<file path="config.mk">
export PLATFORM = sky130hd
export DESIGN_NAME = tdm_demux8
export DESIGN_NICKNAME = d
export VERILOG_FILES = /design/src/rtl/tdm_pkg.sv /design/src/rtl/tdm_slot_ctr.sv /design/src/rtl/tdm_demux8.sv
export SDC_FILE = /design/constraint.sdc
export NUM_CORES = 1
export LEC_CHECK = 0
export CAP_MARGIN = 40
export CORE_MARGIN = 2
export CORE_UTILIZATION = 50
export DETAILED_ROUTE_END_ITERATION = 6
export HOLD_SLACK_MARGIN = 0.08
export PLACE_DENSITY = 0.77
export SLEW_MARGIN = 20
export SYNTH_ARGS = -nofsm -noshare
export SYNTH_HDL_FRONTEND = slang
export SYNTH_SLANG_ARGS = --single-unit
export TNS_END_PERCENT = 5
</file>
<file path="constraint.sdc">
create_clock -name clk -period 2.2 [get_ports clk]
set_input_delay 0.66 -clock clk [delete_from_list [all_inputs] [get_ports clk]]
set_output_delay 0.66 -clock clk [all_outputs]
set_load 0.1 [all_outputs]
</file>
<file path="src/rtl/tdm_pkg.sv">
// Shared definitions for the TDM demultiplexer and its companion serializer.
package tdm_pkg;

   localparam int N_LANES_DEF = 8;
   localparam int SEL_W_DEF   = $clog2(N_LANES_DEF);

   typedef enum logic {
      IDLE = 1'b0,
      RUN  = 1'b1
   } tdm_state_t;

endpackage

</file>
<file path="src/rtl/tdm_slot_ctr.sv">
// Slot counter: wraps modulo 2**SEL_W, loads 1 on a frame start, reports the
// wrap combinationally so the owner can act on the edge that completes a frame.
module tdm_slot_ctr #(
   parameter int SEL_W = 3
) (
   input  logic             clk,
   input  logic             rst,
   input  logic             i_inc,
   input  logic             i_load1,
   input  logic             i_clear,
   output logic [SEL_W-1:0] o_cnt,
   output logic             o_wrap
);

   localparam logic [SEL_W-1:0] C_ZERO = {SEL_W{1'b0}};
   localparam logic [SEL_W-1:0] C_ONE  = {{(SEL_W-1){1'b0}}, 1'b1};
   localparam logic [SEL_W-1:0] C_MAX  = {SEL_W{1'b1}};

   logic [SEL_W-1:0] r_cnt;

   assign o_cnt  = r_cnt;
   assign o_wrap = i_inc & (r_cnt == C_MAX);

   // Counter register: clear beats load-to-1, which beats increment.
   always_ff @(posedge clk or posedge rst) begin
      if (rst) begin
         r_cnt <= C_ZERO;
      end else if (i_clear) begin
         r_cnt <= C_ZERO;
      end else if (i_load1) begin
         r_cnt <= C_ONE;
      end else if (i_inc) begin
         r_cnt <= r_cnt + C_ONE;
      end else begin
         r_cnt <= r_cnt;
      end
   end

endmodule

</file>
<file path="src/rtl/tdm_demux8.sv">
// Receive side of an 8:1 TDM serial link: steers each accepted bit into a
// shadow lane and publishes a completed frame as one byte with a valid pulse.
module tdm_demux8
   import tdm_pkg::*;
#(
   parameter int N_LANES = N_LANES_DEF,
   parameter int SEL_W   = $clog2(N_LANES)
) (
   input  logic               clk,
   input  logic               rst,
   input  logic               din,
   input  logic               din_valid,
   input  logic               sof,
   output logic [N_LANES-1:0] dout,
   output logic               dout_valid,
   output logic [SEL_W-1:0]   slot,
   output logic               frame_err
);

   localparam logic [SEL_W-1:0] C_SLOT0 = {SEL_W{1'b0}};

   tdm_state_t         r_state;
   tdm_state_t         w_next_state;
   logic [N_LANES-2:0] r_shadow;
   logic [N_LANES-1:0] r_dout;
   logic               r_dout_valid;
   logic               r_frame_err;

   logic               w_store;
   logic               w_load1;
   logic               w_inc;
   logic               w_err;
   logic               w_done;
   logic [SEL_W-1:0]   w_slot;
   logic [SEL_W-1:0]   w_idx;

   tdm_slot_ctr #(
      .SEL_W (SEL_W)
   ) u_slot_ctr (
      .clk     (clk),
      .rst     (rst),
      .i_inc   (w_inc),
      .i_load1 (w_load1),
      .i_clear (1'b0),
      .o_cnt   (w_slot),
      .o_wrap  (w_done)
   );

   // A frame start always lands in slot 0; otherwise the bit goes where the counter points.
   assign w_idx = w_load1 ? C_SLOT0 : w_slot;

   // FSM state register.
   always_ff @(posedge clk or posedge rst) begin
      if (rst) begin
         r_state <= IDLE;
      end else begin
         r_state <= w_next_state;
      end
   end

   // Next-state and per-bit control decode.
   always_comb begin
      w_next_state = r_state;
      w_store      = 1'b0;
      w_load1      = 1'b0;
      w_inc        = 1'b0;
      w_err        = 1'b0;
      case (r_state)
         IDLE: begin
            if (din_valid && sof) begin
               w_store      = 1'b1;
               w_load1      = 1'b1;
               w_next_state = RUN;
            end else begin
               w_next_state = IDLE;
            end
         end
         RUN: begin
            if (din_valid) begin
               if (sof && (w_slot != C_SLOT0)) begin
                  // Early start: abandon the partial frame and restart at slot 0.
                  w_err   = 1'b1;
                  w_store = 1'b1;
                  w_load1 = 1'b1;
               end else begin
                  // Includes sof at slot 0, which is just an ordinary slot-0 bit.
                  w_store = 1'b1;
                  w_inc   = 1'b1;
               end
            end else begin
               w_next_state = RUN;
            end
         end
         default: begin
            w_next_state = IDLE;
         end
      endcase
   end

   // Shadow lanes 0..N-2; the final slot bypasses the shadow straight into dout.
   always_ff @(posedge clk or posedge rst) begin
      if (rst) begin
         r_shadow <= {(N_LANES-1){1'b0}};
      end else begin
         for (int i = 0; i < N_LANES - 1; i++) begin
            if (w_store && (w_idx == SEL_W'(i))) begin
               r_shadow[i] <= din;
            end else begin
               r_shadow[i] <= r_shadow[i];
            end
         end
      end
   end

   // Output byte and one-cycle pulses.
   always_ff @(posedge clk or posedge rst) begin
      if (rst) begin
         r_dout       <= {N_LANES{1'b0}};
         r_dout_valid <= 1'b0;
         r_frame_err  <= 1'b0;
      end else begin
         r_dout_valid <= w_done;
         r_frame_err  <= w_err;
         if (w_done) begin
            r_dout <= {din, r_shadow};
         end else begin
            r_dout <= r_dout;
         end
      end
   end

   assign dout       = r_dout;
   assign dout_valid = r_dout_valid;
   assign frame_err  = r_frame_err;
   assign slot       = w_slot;

endmodule

</file>
==> results_dict.tcl, run 1 <==
set metrics [dict create \
    cp_max_fo 7 \
    synth_nets 83 \
    fillers 129 \
    hpwl_um 1126 \
    setup.worst_path.class "input port to flip-flop" \
    required_ns 2.38 \
    regArea_um2 528.0 \
    post_drt_wl_per_cell_um 13.05 \
    insertion_delay_ns 0.29 \
    crit_arrival_ns 2.06 \
    slew_violations 0 \
    slowest_stage "clkdlybuf4s50_1" \
    final_layout_size_suffix_gt1_share_pct 38.95 \
    cap_violations 0 \
    cts_tree "built" \
    cts-root-buf "clkbuf_4" \
    fp.dieH_um 48.24 \
    seq_area_frac_synth_pct 53.71 \
    syn-cell-area_um2 978.4 \
    clockBufferDepth 2 \
    cts_setup_buffers 0 \
    path_buf_inv 1 \
    ys_warn_count 0 \
    synth_xor_xnor_area_share_pct 0 \
    cts_sinks 21 \
    finalHoldViolations 0 \
    tightest_slew_ns 0.5096 \
    die_w_um 48.24 \
    final_common_cell "dfrtp_1" \
    holdBufCountCts 0 \
    viasPerCell 5.050 \
    yosys.area_share.simple_pct 13.17 \
    synth_cell_types 23 \
    htreeDepth 1 \
    drt-total-wl_um 1566 \
    clock_skew_ns 0.006686 \
    syn_inst 75 \
    slew_headroom_pct 65.67 \
    grt-ovfl-total 0 \
    status "finished clean" \
    start_util_pct 54.88 \
    ant_nets 0 \
    cts_resized 0 \
    synth.area.mux_share_pct 21.36 \
    antennaDiodeCount 0 \
    grt_usage_pct 15.61 \
    firstDrtPassIters 4 \
    min_path_type "flip-flop to flip-flop" \
    period_share_pct 85.54 \
    ys_ff_latch 21 \
    slowest_delay_ns 0.50 \
    final_cell_mix "19 x dfrtp_1, 11 x buf_4, 8 x mux2_4, 7 x mux2_2, 6 x nand2_1" \
    synth_top_family_by_area "multiplexers" \
    setup_viol 0 \
    worstSetupStartpointType "input port" \
    endpoint_kind "flip-flop" \
    cts-buffers-inserted 3 \
    vias 606 \
    antenna_found_initial 0 \
    synth_edf_count 0 \
    critPathTopFamily "buffers and inverters" \
    timing.fmax_mhz 531.4 \
    period_needed_ns 1.882 \
    area_growth_pct 22.89 \
    fin_setup_tns_ns 0 \
    io-pin-count 18 \
    drc 0 \
    worstPathCellList "clkdlybuf4s50_1, nand2_1, a31oi_4, nor4_1, mux2_2" \
    multi_input_area_um2 419.2 \
    drt_iter0_drc 9 \
    final_nets 104 \
    die_area_um2 2327 \
    async_flop_share_pct 100.0 \
    synth_flop_cell "dfrtp_1" \
    grt_pass1_vias 533 \
    io_buffers 17 \
    synth_compound_area_share_pct 4.476 \
    grt_max_degree 22 \
    rsz0062_at_grt "no" \
    grt_pass1_wl_um 2490 \
    cts.clk_slew.worst_paths_ns 0.11 \
    synth_fa_ha_area_share_pct 3.836 \
    syn_avg_cell_area_um2 13.05 \
    core_area_um2 1783 \
    place.gp.congestion 0.8466 \
    rows 15 \
]
-- cell usage after synthesis (all sizes together), types with 2 or more instances --
master / n / area, um^2
o21ai: 2 / 10.00
nand2b: 2 / 12.51
dfrtp: 21 / 525.5
nand2: 6 / 22.52
nor2: 4 / 15.01
mux2: 15 / 199.0
inv: 4 / 15.01
ha: 3 / 37.54
nand4: 2 / 12.51
buf: 2 / 18.77
nor3: 5 / 25.02
-- registers in the layout, indices dropped and copies added, names as in the netlist --
register,count
dout,8
r_shadow,7
u_slot_ctr.o_cnt,3
dout_valid,1
frame_err,1
r_state,1
-- cells by family (layout without fill, tap and decap cells) --
kind of cell	after synthesis	in the layout
and+or+nand+nor	24	24
muxes	16	16
AOI/OAI and AO/OA	5	5
DFF	21	21
buffers and inverters	6	26
adders and majority gates	3	3
-- final timing paths --
kind                            slack [ns]                       startpoint                         endpoint  depth (start not counted)
max in group asynchronous             1.28                              rst  u_slot_ctr.o_cnt[1]$_DFFE_PP0P_                          3
worst min-delay path                  0.51          r_shadow[6]$_DFFE_PP0P_              dout[6]$_DFFE_PP0P_                          1
worst min register to register        0.51          r_shadow[6]$_DFFE_PP0P_              dout[6]$_DFFE_PP0P_                          1
min in group asynchronous             0.69                              rst              dout[4]$_DFFE_PP0P_                          3
worst max register to register        0.34  u_slot_ctr.o_cnt[1]$_DFFE_PP0P_              dout[7]$_DFFE_PP0P_                          6
worst max-delay path                  0.32                        din_valid          r_shadow[2]$_DFFE_PP0P_                          5
-- final cells by class --
cell class | instances | area share [%]
sequential | 21 | 43.91
multi-input combinational | 48 | 34.86
timing repair buffer | 18 | 15.19
tap | 25 | 2.601
clock buffer | 4 | 2.185
inverter | 4 | 1.249
-- per-stage QoR --
step           area (um^2)  setup slack, ns  std cells  util, %  hold WS [ns]
3_3_place_gp          1176          0.04640        116    65.96        0.4860
6_report              1202           0.3182        120    67.44        0.5105
3_5_place_dp          1176         0.007907        116    65.96        0.4961
5_1_grt               1202           0.2385        120    67.44        0.5383
2_1_floorplan        980.9           0.1664         75        -        0.4757
4_1_cts               1202           0.3219        120    67.44        0.5191
-- layer usage --
metal / global-route usage [%] / vias up / share of wire (%)
li1: - / 305 / -
met1: 22.22 / 283 / 50
met2: 22.89 / 16 / 44
met3: 4.444 / 2 / 5.0
met4: 4.865 / 0 / 0.89
met5: 0 / - / 0
Power of run 1 is not shown: default switching activity piles up to over one toggle a cycle in this logic, so the estimate is an artifact.
==> inputs of run 2 (changes only) <==
--- a/config.mk
+++ b/config.mk
@@ -8,9 +8,11 @@
 export CAP_MARGIN = 40
 export CORE_MARGIN = 2
 export CORE_UTILIZATION = 50
+export CTS_CLUSTER_SIZE = 20
 export DETAILED_ROUTE_END_ITERATION = 6
 export HOLD_SLACK_MARGIN = 0.08
 export PLACE_DENSITY = 0.77
+export SETUP_SLACK_MARGIN = 0.02
 export SLEW_MARGIN = 20
 export SYNTH_ARGS = -nofsm -noshare
 export SYNTH_HDL_FRONTEND = slang
==> constraint.sdc (replaced) <==
create_clock -name clk -period 2.2 [get_ports clk]
set_input_delay 0.66 -clock clk [delete_from_list [all_inputs] [get_ports clk]]
set_output_delay 0.66 -clock clk [all_outputs]
set_load 0.02 [all_outputs]
==> results_dict.tcl, run 2 (synthesized netlist as in run 1, its figures left out) <==
set metrics [dict create \
    cts_sinks 21 \
    timing.fmax_mhz 480.4 \
    finalHoldViolations 0 \
    clock_skew_ns 0.007200 \
    die_w_um 48.24 \
    path_buf_inv 1 \
    hold_slack_ns 0.5135 \
    core_area_um2 1783 \
    period_needed_ns 2.081 \
    drc 0 \
    final_nets 106 \
    cts.clk_slew.worst_paths_ns 0.11 \
    largest_register_ffs 8 \
    antenna_found_initial 0 \
    r2r-start "u_slot_ctr.o_cnt[1]$_DFFE_PP0P_" \
    reg2reg_setup_slack_ns 0.34 \
    grt_pass1_vias 560 \
    min-delay-start "r_shadow[3]$_DFFE_PP0P_" \
    cts_tree "built" \
    clockBufferDepth 2 \
    die_area_um2 2327 \
    finalPower_mw 1.361 \
    cts-buffers-inserted 3 \
    grt_pass1_wl_um 2539 \
    required_ns 1.54 \
    start_util_pct 54.88 \
    worstPathCellList "clkdlybuf4s50_1" \
    multi_input_area_um2 419.2 \
    tightest_slew_ns 0.3150 \
    cts-root-buf "clkbuf_4" \
    cap_violations 0 \
    grt_usage_pct 16.55 \
    crit_arrival_ns 1.42 \
    power_density_nw_per_um2 1123 \
    final_cell_mix "20 x dfrtp_1, 17 x clkdlybuf4s50_1, 8 x mux2_4, 7 x mux2_2, 6 x nand2_1" \
    setup_viol 0 \
    fp.dieH_um 48.24 \
    p_leak_nw 0.5519 \
    reg2regPathDepth 6 \
    slowest_stage "clkdlybuf4s50_1" \
    regArea_um2 526.8 \
    setup.worst_path.class "flip-flop to primary output" \
    rsz0062_at_grt "no" \
    htreeDepth 1 \
    slew_headroom_pct 79.00 \
    period_share_pct 94.61 \
    r2r-end "dout[2]$_DFFE_PP0P_" \
    holdBufCountCts 0 \
    slew_violations 0 \
    worstSetupStartpointType "flip-flop" \
    final_layout_size_suffix_gt1_share_pct 26.80 \
    grt_max_degree 22 \
    post_drt_wl_per_cell_um 13.75 \
    ant_nets 0 \
    place.gp.congestion 0.8139 \
    rows 15 \
    io-pin-count 18 \
    min_path_type "flip-flop to flip-flop" \
    viasPerCell 5.115 \
    hold_end "dout[3]$_DFFE_PP0P_" \
    final_common_cell "dfrtp_1" \
    ir_drop_uv 595.2 \
    cp_max_fo 7 \
    insertion_delay_ns 0.30 \
    grt-ovfl-total 0 \
    hpwl_um 1212 \
    vias 624 \
    critPathTopFamily "buffers and inverters" \
    io_buffers 17 \
    status "finished clean" \
    drt-total-wl_um 1678 \
    fillers 140 \
    firstDrtPassIters 4 \
    endpoint_kind "primary output" \
    area_growth_pct 23.91 \
    antennaDiodeCount 0 \
    hold_depth 1 \
    slowest_delay_ns 0.65 \
    drt_iter0_drc 5 \
    cts_setup_buffers 0 \
]
-- run 2: power by group --
part	total, mW	switching [mW]	internal [mW]
clock network	0.181	0.113	0.0678
logic	0.565	0.249	0.316
registers	0.616	0.0976	0.519
total	1.36	0.459	0.903
-- run 2: layer usage --
metal  up-vias  track usage, %  share of wire (%)
li1        306               -                  -
met1       303           20.52                 47
met2        13           27.11                 47
met3         2           5.926                4.5
met4         0           4.865               0.72
met5         -               0                  0
-- run 2: worst max path at each step --
stage | cells after the start | slack [ns] | end | startpoint
after floorplan | 7 | 0.40 | dout[0]$_DFFE_PP0P_ | u_slot_ctr.o_cnt[0]$_DFFE_PP0P_
after global routing | 1 | 0.05 | slot[1] | u_slot_ctr.o_cnt[1]$_DFFE_PP0P_
after CTS | 1 | 0.05 | slot[0] | u_slot_ctr.o_cnt[0]$_DFFE_PP0P_
after global placement | 5 | 0.07 | r_shadow[2]$_DFFE_PP0P_ | din_valid
after detailed placement | 5 | -0.002 | r_shadow[2]$_DFFE_PP0P_ | din_valid
final | 1 | 0.12 | slot[1] | u_slot_ctr.o_cnt[1]$_DFFE_PP0P_
-- run 2: stage by stage --
step / TNS [ns] / util [%] / instance area (um^2) / setup WS, ns / std cells
floorplan: 0 / - / 978.4 / 0.3963 / 75
global placement: 0 / 66.39 / 1184 / 0.06758 / 118
detailed placement: -0.002144 / 66.39 / 1184 / -0.002144 / 118
CTS: 0 / 67.93 / 1211 / 0.04817 / 122
global route: 0 / 68.00 / 1212 / 0.04645 / 122
finish: 0 / 68.00 / 1212 / 0.1185 / 122
-- run 2: cell type report --
type | count | area share, %
clock buffers | 3 | 1.858
clock inverters | 1 | 0.4128
inverters | 4 | 1.238
multi-input cells | 48 | 34.57
flip-flops and latches | 21 | 43.45
well taps | 25 | 2.580
repair buffers | 20 | 15.89
-- run 2: timing repair --
action / in CTS / in global routing
endpoints found under the hold margin: 0 / 0
gates resized for setup: 0 / 1
setup endpoints to repair: 0 / 1
No activity file was read; power rests on OpenSTA's default activity.
==> inputs of run 3 (changes only) <==
--- a/config.mk
+++ b/config.mk
@@ -13,7 +13,6 @@
 export HOLD_SLACK_MARGIN = 0.08
 export PLACE_DENSITY = 0.77
 export SETUP_SLACK_MARGIN = 0.02
-export SLEW_MARGIN = 20
 export SYNTH_ARGS = -nofsm -noshare
 export SYNTH_HDL_FRONTEND = slang
 export SYNTH_SLANG_ARGS = --single-unit
==> results of run 3 <==
Same layout as run 2: the final DEF is identical, and so are final timing and power.
